**config.mk**
```make
export PLATFORM = sky130hd
export DESIGN_NAME = rc4_nibble_ctrl
export DESIGN_NICKNAME = d
export VERILOG_FILES = /design/src/rtl/rc4_nibble_ctrl.sv
export SDC_FILE = /design/constraint.sdc
export NUM_CORES = 1
export LEC_CHECK = 0
export BUFFER_PORTS_ARGS = -buffer_cell sky130_fd_sc_hd__buf_2
export CAP_MARGIN = 20
export CORE_AREA = 8 8 127 129
export DETAILED_ROUTE_END_ITERATION = 16
export DIE_AREA = 0 0 135 137
export PLACE_DENSITY = 0.81
export RECOVER_POWER = 100
export SLEW_MARGIN = 20
export SYNTH_ARGS = -nofsm -noshare
export SYNTH_HDL_FRONTEND = slang
export SYNTH_SLANG_ARGS = --single-unit
```
**constraint.sdc**
```tcl
create_clock -name clk -period 5 [get_ports clk]
set_input_delay 0.25 -clock clk [delete_from_list [all_inputs] [get_ports clk]]
set_output_delay 0.25 -clock clk [all_outputs]
set_load 0.02 [all_outputs]
```
**src/rtl/rc4_nibble_ctrl.sv**
```systemverilog
// rc4_nibble_ctrl: 4-bit RC4 sequencer (S-box init, KSA, PRGA).
// Ports: clk, reset (async low), start/stop, key, busy, init_done, ks_valid/ks_ready/ks_out.
module rc4_nibble_ctrl #(
  parameter int KEY_LEN = 4
) (
  input  logic                 clk,
  input  logic                 reset,
  input  logic                 start,
  input  logic                 stop,
  input  logic [4*KEY_LEN-1:0] key,
  output logic                 busy,
  output logic                 init_done,
  output logic                 ks_valid,
  input  logic                 ks_ready,
  output logic [3:0]           ks_out
);

  typedef enum logic [2:0] {
    IDLE,
    INIT,
    KSA_J,
    KSA_SW,
    P_IJ,
    P_SW,
    P_OUT,
    P_HOLD
  } state_t;

  state_t st;

  logic [3:0] s [16];
  logic [3:0] i;
  logic [3:0] j;
  logic [KEY_LEN-1:0][3:0] keyr;

  logic [3:0] kn;
  logic [3:0] ip1;
  logic [3:0] oidx;

  assign ip1  = i + 4'd1;
  assign oidx = s[i] + s[j];

  // key nibble for index i mod KEY_LEN
  always_comb begin
    kn = '0;
    for (int k = 0; k < KEY_LEN; k++) begin
      if (int'(i) % KEY_LEN == k) kn = keyr[k];
    end
  end

  always_ff @(posedge clk or negedge reset) begin
    if (!reset) begin
      st        <= IDLE;
      i         <= '0;
      j         <= '0;
      keyr      <= '0;
      busy      <= 1'b0;
      init_done <= 1'b0;
      ks_valid  <= 1'b0;
      ks_out    <= '0;
      for (int k = 0; k < 16; k++) s[k] <= '0;
    end else if (stop) begin
      // abort wins everywhere; S, i, j are left as they are
      st        <= IDLE;
      busy      <= 1'b0;
      init_done <= 1'b0;
      ks_valid  <= 1'b0;
    end else begin
      unique case (st)
        IDLE: begin
          if (start) begin
            keyr <= key;
            i    <= '0;
            j    <= '0;
            busy <= 1'b1;
            st   <= INIT;
          end
        end
        INIT: begin
          s[i] <= i;
          i    <= ip1;
          if (i == 4'd15) st <= KSA_J;
        end
        KSA_J: begin
          j  <= j + s[i] + kn;
          st <= KSA_SW;
        end
        KSA_SW: begin
          s[i] <= s[j];
          s[j] <= s[i];
          if (i == 4'd15) begin
            i         <= '0;
            j         <= '0;
            init_done <= 1'b1;
            st        <= P_IJ;
          end else begin
            i  <= ip1;
            st <= KSA_J;
          end
        end
        P_IJ: begin
          i  <= ip1;
          j  <= j + s[ip1];
          st <= P_SW;
        end
        P_SW: begin
          s[i] <= s[j];
          s[j] <= s[i];
          st   <= P_OUT;
        end
        P_OUT: begin
          ks_out   <= s[oidx];
          ks_valid <= 1'b1;
          st       <= P_HOLD;
        end
        P_HOLD: begin
          if (ks_ready) begin
            ks_valid <= 1'b0;
            st       <= P_IJ;
          end
        end
        default: st <= IDLE;
      endcase
    end
  end

endmodule
```
# --- Yosys cells after proc, flatten, opt, wreduce, memory -nomap -nowiden ---
# Cells that the tools add are included.
totals:
  reg_bits: 98
  latch_bits: 0
  ram_bits: 0
  rom_bits: 0
  inputBits: 21
  out_inout_bits: 7
  wordCells: 126
  n_memories: 0
classes:
  add_sub_neg: 5
  n_mul: 0
  n_div: 0
  order_cmp: 6
  eq_ne: 16
  shift: 0
  muxes: 44
  bitwise: 5
  n_reduce_logical: 23
op_table:
  columns: ["cell", "n"]
  rows:
  - ["bitwise mux 64 bit", 3]
  - ["one-hot mux 64 bit (2 select lines)", 1]
  - ["two-way mux 4 bit", 17]
  - ["binary-select mux 4 bit (select 4 bit)", 4]
  - ["demux 4 bit (select 4 bit)", 2]
  - ["zero test 32 bit", 1]
  - ["one-hot mux 3 bit (8 select lines)", 1]
  - ["greater-or-equal comparator 5 bit (second input constant)", 4]
  - ["inverter 4 -> 5 bit", 4]
  - ["adder 4 bit", 4]
  - ["one-hot mux 4 bit (4 select lines)", 1]
  - ["two-way mux 3 bit", 5]
  - ["equality test 3 bit (second input constant)", 4]
  - ["one-hot mux 4 bit (3 select lines)", 1]
  - ["< comparator 5 x 1 -> 1 bit (second input constant)", 2]
  - ["AND reduction 2 bit", 5]
  - ["nonzero test 2 bit", 5]
  - ["!= test 3 bit (second input constant)", 3]
  - ["AND reduction 3 bit", 3]
  - ["two-way mux 1 bit", 8]
  - ["equality test 3 x 2 -> 1 bit (second input constant)", 2]
  - ["nonzero test 3 bit", 2]
  - ["adder 4 x 1 -> 4 bit (second input constant)", 1]
  - ["equality test 2 bit (second input constant)", 2]
  - ["11 further kinds", 14]

# --- Longest topological paths before layout ---
logic_depth:
  depth_word: 9
  ltp_mapped: 22
  depth_no_buf: 16

# --- Least setup slack after synthesis ---
# No wires, ideal clock.
synth_timing:
  path_type: "register -> register"
  from: "register i[0]"
  to: "register j[3]"
  setup_time_ns: 0.133
  arrival_time_ns: 4.601
  required_ns: 4.867
  path_slack_ns: 0.266
  path_stages_with_launch: 18
  path_buffers: 7
  synth_period_minus_slack_ns: 4.734
  cell_sequence: "dfrtp_1 -> buf_4 -> buf_2 -> buf_2 -> clkbuf_1 -> clkbuf_1 -> inv_1 -> ha_1 -> clkbuf_1 -> buf_2 -> mux4_2 -> mux4_2 -> ha_1 -> a21o_1 -> a21oi_1 -> xnor2_1 -> nand3b_1 -> o211ai_1"
synth_via:
  elab_chain_len: 7
  elab_cells_between_ends: 24
  classes_between: "4 x add/sub; 5 x eq/ne; 11 x mux; 2 x bitwise; 2 x reduce/logical"
synth_lines:
  columns: ["element", "line_no", "rtl"]
  rows:
  - ["from (decl)", "32", "logic [3:0] i;"]
  - ["from (signal assigned)", "81", "i <= ip1;"]
  - ["from (signal assigned)", "97", "i <= ip1;"]
  - ["from (signal assigned)", "102", "i <= ip1;"]
  - ["adder 4 x 1 -> 4 bit (tied with other cells)", "40", "assign ip1 = i + 4'd1;"]
  - ["inverter 4 -> 5 bit (implied by the code) (tied with other cells)", "103", "j <= j + s[ip1];"]
  - ["binary-select mux 4 bit (select 4 bit) (tied with other cells)", "103", null]
  - ["two-way mux 4 bit, on equally long branches", "103, 47, 85", null]
  - ["two-way mux 4 bit (implied by the code) (tied with other cells)", "103", null]
  - ["adder 4 bit, on equally long branches", "103, 85", null]
  - ["one-hot mux 4 bit (4 select lines)", "69", "unique case (st)"]
  - ["to (signal assigned)", "85", "j <= j + s[i] + kn;"]
  - ["to (signal assigned)", "103", null]
  - ["to (decl)", "33", "logic [3:0] j;"]
# Parallel ways exist; a longest one is shown, timed or not. The select of a mux whose other input is x is not followed.
# A chain may end at the register's enable or synchronous reset.

# --- Worst setup path in the final report ---
layout_timing:
  from: "register j[1]"
  to: "register ks_out[3]"
layout_via:
  elab_chain_len: 9
layout_lines:
  columns: ["element", "line_no", "rtl"]
  rows:
  - ["inverter 4 -> 5 bit (implied by the code)", "41", "assign oidx = s[i] + s[j];"]
  - ["binary-select mux 4 bit (select 4 bit)", "41", null]
  - ["two-way mux 4 bit (implied by the code) (2 in series)", "41", null]
  - ["adder 4 bit", "41", null]
  - ["inverter 4 -> 5 bit (implied by the code)", "112", "ks_out <= s[oidx];"]
  - ["binary-select mux 4 bit (select 4 bit)", "112", null]
  - ["two-way mux 4 bit (implied by the code) (2 in series)", "112", null]
  - ["to (signal assigned)", "112", null]
  - ["to (decl)", "15", "output logic [3:0] ks_out"]
# No other way between the ends. The select of a mux whose other input is x is not followed.

==> results by group <==
Outcome
  – Status: finished with violations
  – Failing checks: capacitance limit, slew limit

Die
  – Io pins: 28
  – DIE AREA: 18500 sq um
  – Die width: 135 um
  – Core footprint: 14200 sq um
  – Initial core utilization: 56.0%
  – Die Height: 137 um
  – Core Rows: 44

Yosys
  – Most used DFF post-synth: dfrtp_1
  – Post-synthesis xor/xnor area fraction: 1.21%
  – Async SR Flop Fraction: 100%
  – Synth Instances: 834
  – Synth Register Bits: 98
  – Post-synth top cells: dfrtp_1 (98), nor2_1 (94), nand2_1 (83)
  – Top-count cell post-synth: dfrtp_1
  – Area share of fa/ha/maj cells after synthesis: 3.24%
  – Largest family of logic cells by synthesized area: multiplexers
  – Synthesized area per cell: 9.54 sq um
  – Complex-gate fraction of the synthesized area: 19.4%
  – Syn_nets: 872
  – Register area share after synthesis: 30.8%
  – Unique cell type count in the Yosys netlist: 58
  – Top cells by area, synth: dfrtp_1 (31%), mux4_2 (21%), nor2_1 (4.4%)
  – Top cell type's share of synthesized area: 30.8%
  – Post-synthesis mux area share: 25.4%
  – Leading area contributor after synthesis: dfrtp_1
  – Ys Warns: 0
  – Number of synthesized flops with an enable pin: 0
  – Simple-gate share of the synthesized area: 15.0%
  – Syn Std Cell Area: 7960 sq um

Global routing
  – Largest net degree at the start of global routing: 59
  – Gr usage total: 30.8%
  – Initial antenna violation count: 0
  – First-pass GRT wire length: 43000 um
  – Vias in the first global route: 7199
  – GRT Residual Overflow: 0

Pwr
  – Worst VDD drop: 301 uV
  – Power per cell area: 510 nW/um^2
  – Power, Total: 0.00433 W
  – P_leak: 3.26 nW

Min path
  – Hold EP: keyr[2]$_DFFE_PN0P_
  – Worst Hold Class: primary input to flop
  – Start point of the worst hold path: key[2]
  – Hold Path Cell Cnt: 2

Timing
  – Setup TNS: 0 ns
  – Max Fclk: 0.214 GHz
  – Final Skew: 0.0118 ns
  – Pins Over Slew Limit: 55
  – Tmin final: 4.67 ns
  – Actual slew at the worst max-slew pin: 2.29 ns
  – Final hold slack: 0.113 ns
  – Relative slew slack: -52.6%
  – Final number of setup-violating endpoints: 0
  – Period utilisation layout: 93.3%
  – Fin. Hold Viols: 0
  – RSZ-0062 raised after global routing: false

CTS
  – CTS Buf Count: 9
  – Worst-path clk slew: 0.08 ns
  – Clock sink count: 98
  – Worst skew pair latency: 0.37 ns
  – CTS max path bufs: 2
  – Root buffer cell: clkbuf_16
  – CTS resizes: 0
  – H-Tree Depth: 3
  – TritonCTS clock tree: done

Routing
  – Initial DRT Pass Iterations: 6
  – DRC: 0
  – Avg WL per Cell: 27.5 um
  – Routed WL: 28000 um
  – DRT iter0 DRCs: 1445
  – Via density: 7.54
  – ANT nets after route: 0
  – Via Count: 7687

Final layout
  – Antenna cells: 0
  – Finished Core Util: 59.8%
  – Final nets: 868
  – Share of cells above drive strength 1: 18.4%
  – Design area: 8490 sq um
  – Area growth, synth to finish: 6.70%

Critical path
  – CP startpoint kind: flop
  – Crit path max fanout: 20
  – CP endpoint kind: flop
  – Crit path launch: j[1]$_DFFE_PN0P_
  – Critical R2R Capture: ks_out[3]$_DFFE_PN0P_
  – Crit path kind: flop to flop
  – R2r setup slk: 0.33 ns
  – Critical path arrival: 4.90 ns
  – Worst Path Required: 5.24 ns
  – Worst R2R Path Depth: 11
  – FF-to-FF Start: j[1]$_DFFE_PN0P_

Run
  – Max-cap violations: 2

Place
  – RD Place Congestion: 1.03
  – Area after DPL: 8250 sq um
  – Buffers on Ports: 27
  – Hpwl dp: 19600 um
worst max-delay path by stage:
stage	endpoint	slack, ns	cells past startpoint
floorplan	j[3]$_DFFE_PN0P_	0.27	17
global placement	ks_out[2]$_DFFE_PN0P_	0.85	11
detailed placement	ks_out[3]$_DFFE_PN0P_	0.65	11
CTS	ks_out[3]$_DFFE_PN0P_	0.63	11
global route	ks_out[3]$_DFFE_PN0P_	0.19	11
finish	ks_out[3]$_DFFE_PN0P_	0.33	11
through the flow:
stage          std cells  setup slack, ns
6_report            1019            0.334
4_1_cts             1019            0.635
3_5_place_dp        1002            0.649
5_1_grt             1019            0.187
3_3_place_gp        1002            0.850
2_1_floorplan        834            0.266
cells in the final DEF, fill, tap and decap left out, types with 6 or more instances in the layout:
master and instances:
dfrtp_1 97, nor2_1 94, nand2_1 83, mux4_2 73
a21oi_1 56, o21ai_0 53, a22oi_1 36, inv_1 24
mux2_2 22, nand3_1 20, nor3_1 19, buf_2 19
buf_4 18, clkbuf_1 16, o22ai_1 15, a31oi_1 14
mux2i_1 13, ha_1 11, a32oi_1 9, clkbuf_16 9
nor2b_1 8, and2_1 8, a22o_1 7, a21o_1 7
xnor2_1 6, nand2b_1 6, fa_1 6
sequential cells by signal, summed over array words and instances, names as in the netlist:
signal and cells:
busy 1, i 4, init_done 1, j 4, keyr 16, ks_out 4
ks_valid 1, s 64, st 3
area by class of cell:
cell class	instances	area [sq um]
tap	184	230
clock buffer	9	225
timing repair buffer	56	325
multi-input combinational	640	5100
sequential	98	2450
inverter	25	93.8
fill	1220	5710
clock inverter	7	58.8
logic make-up (layout without fill, tap and decap cells):
logic type / count (synthesis) / count (layout)
adders and majority gates: 17 / 17
DFF: 98 / 98
xor gates and xnor gates: 11 / 11
and+or+nand+nor: 267 / 267
muxes: 108 / 108
AOI/OAI and AO/OA: 237 / 237
buffers and inverters: 96 / 97
critical path, stage by stage, from the launching register on:
cell and delay (ns):
dfrtp_1 0.89, clkbuf_1 0.64, mux4_2 0.41, mux4_2 0.48, inv_1 0.16, fa_1 0.76, mux4_2 0.41, mux2_2 0.27
nand2_1 0.10, nor2_1 0.05, mux2i_1 0.23, nand4_1 0.11
report_power, final:
part | switching [W] | internal, W | leakage (nW)
Sequential | 0.000252 | 0.000903 | 1.28
Clock | 0.000341 | 0.000346 | 0.138
Combinational | 0.00135 | 0.00114 | 1.84
timing repair:
| action | CTS | global route |
|---|---|---|
| setup buffers | 0 | 0 |
| endpoints found under the hold margin | 40 | 0 |
| hold buffers | 1 | 0 |
routing by layer:
metal / GRT usage, % / wire length (um) / part of all wire [%] / vias up
met1: 39.2 / 9770 / 35 / 3620
met3: 11.3 / 4370 / 16 / 170
met5: 1.66 / 0 / 0 / -
met2: 43.4 / 11800 / 42 / 724
li1: - / - / - / 3173
met4: 19.2 / 2050 / 7.3 / 0
No activity file was read; power rests on OpenSTA's default activity.
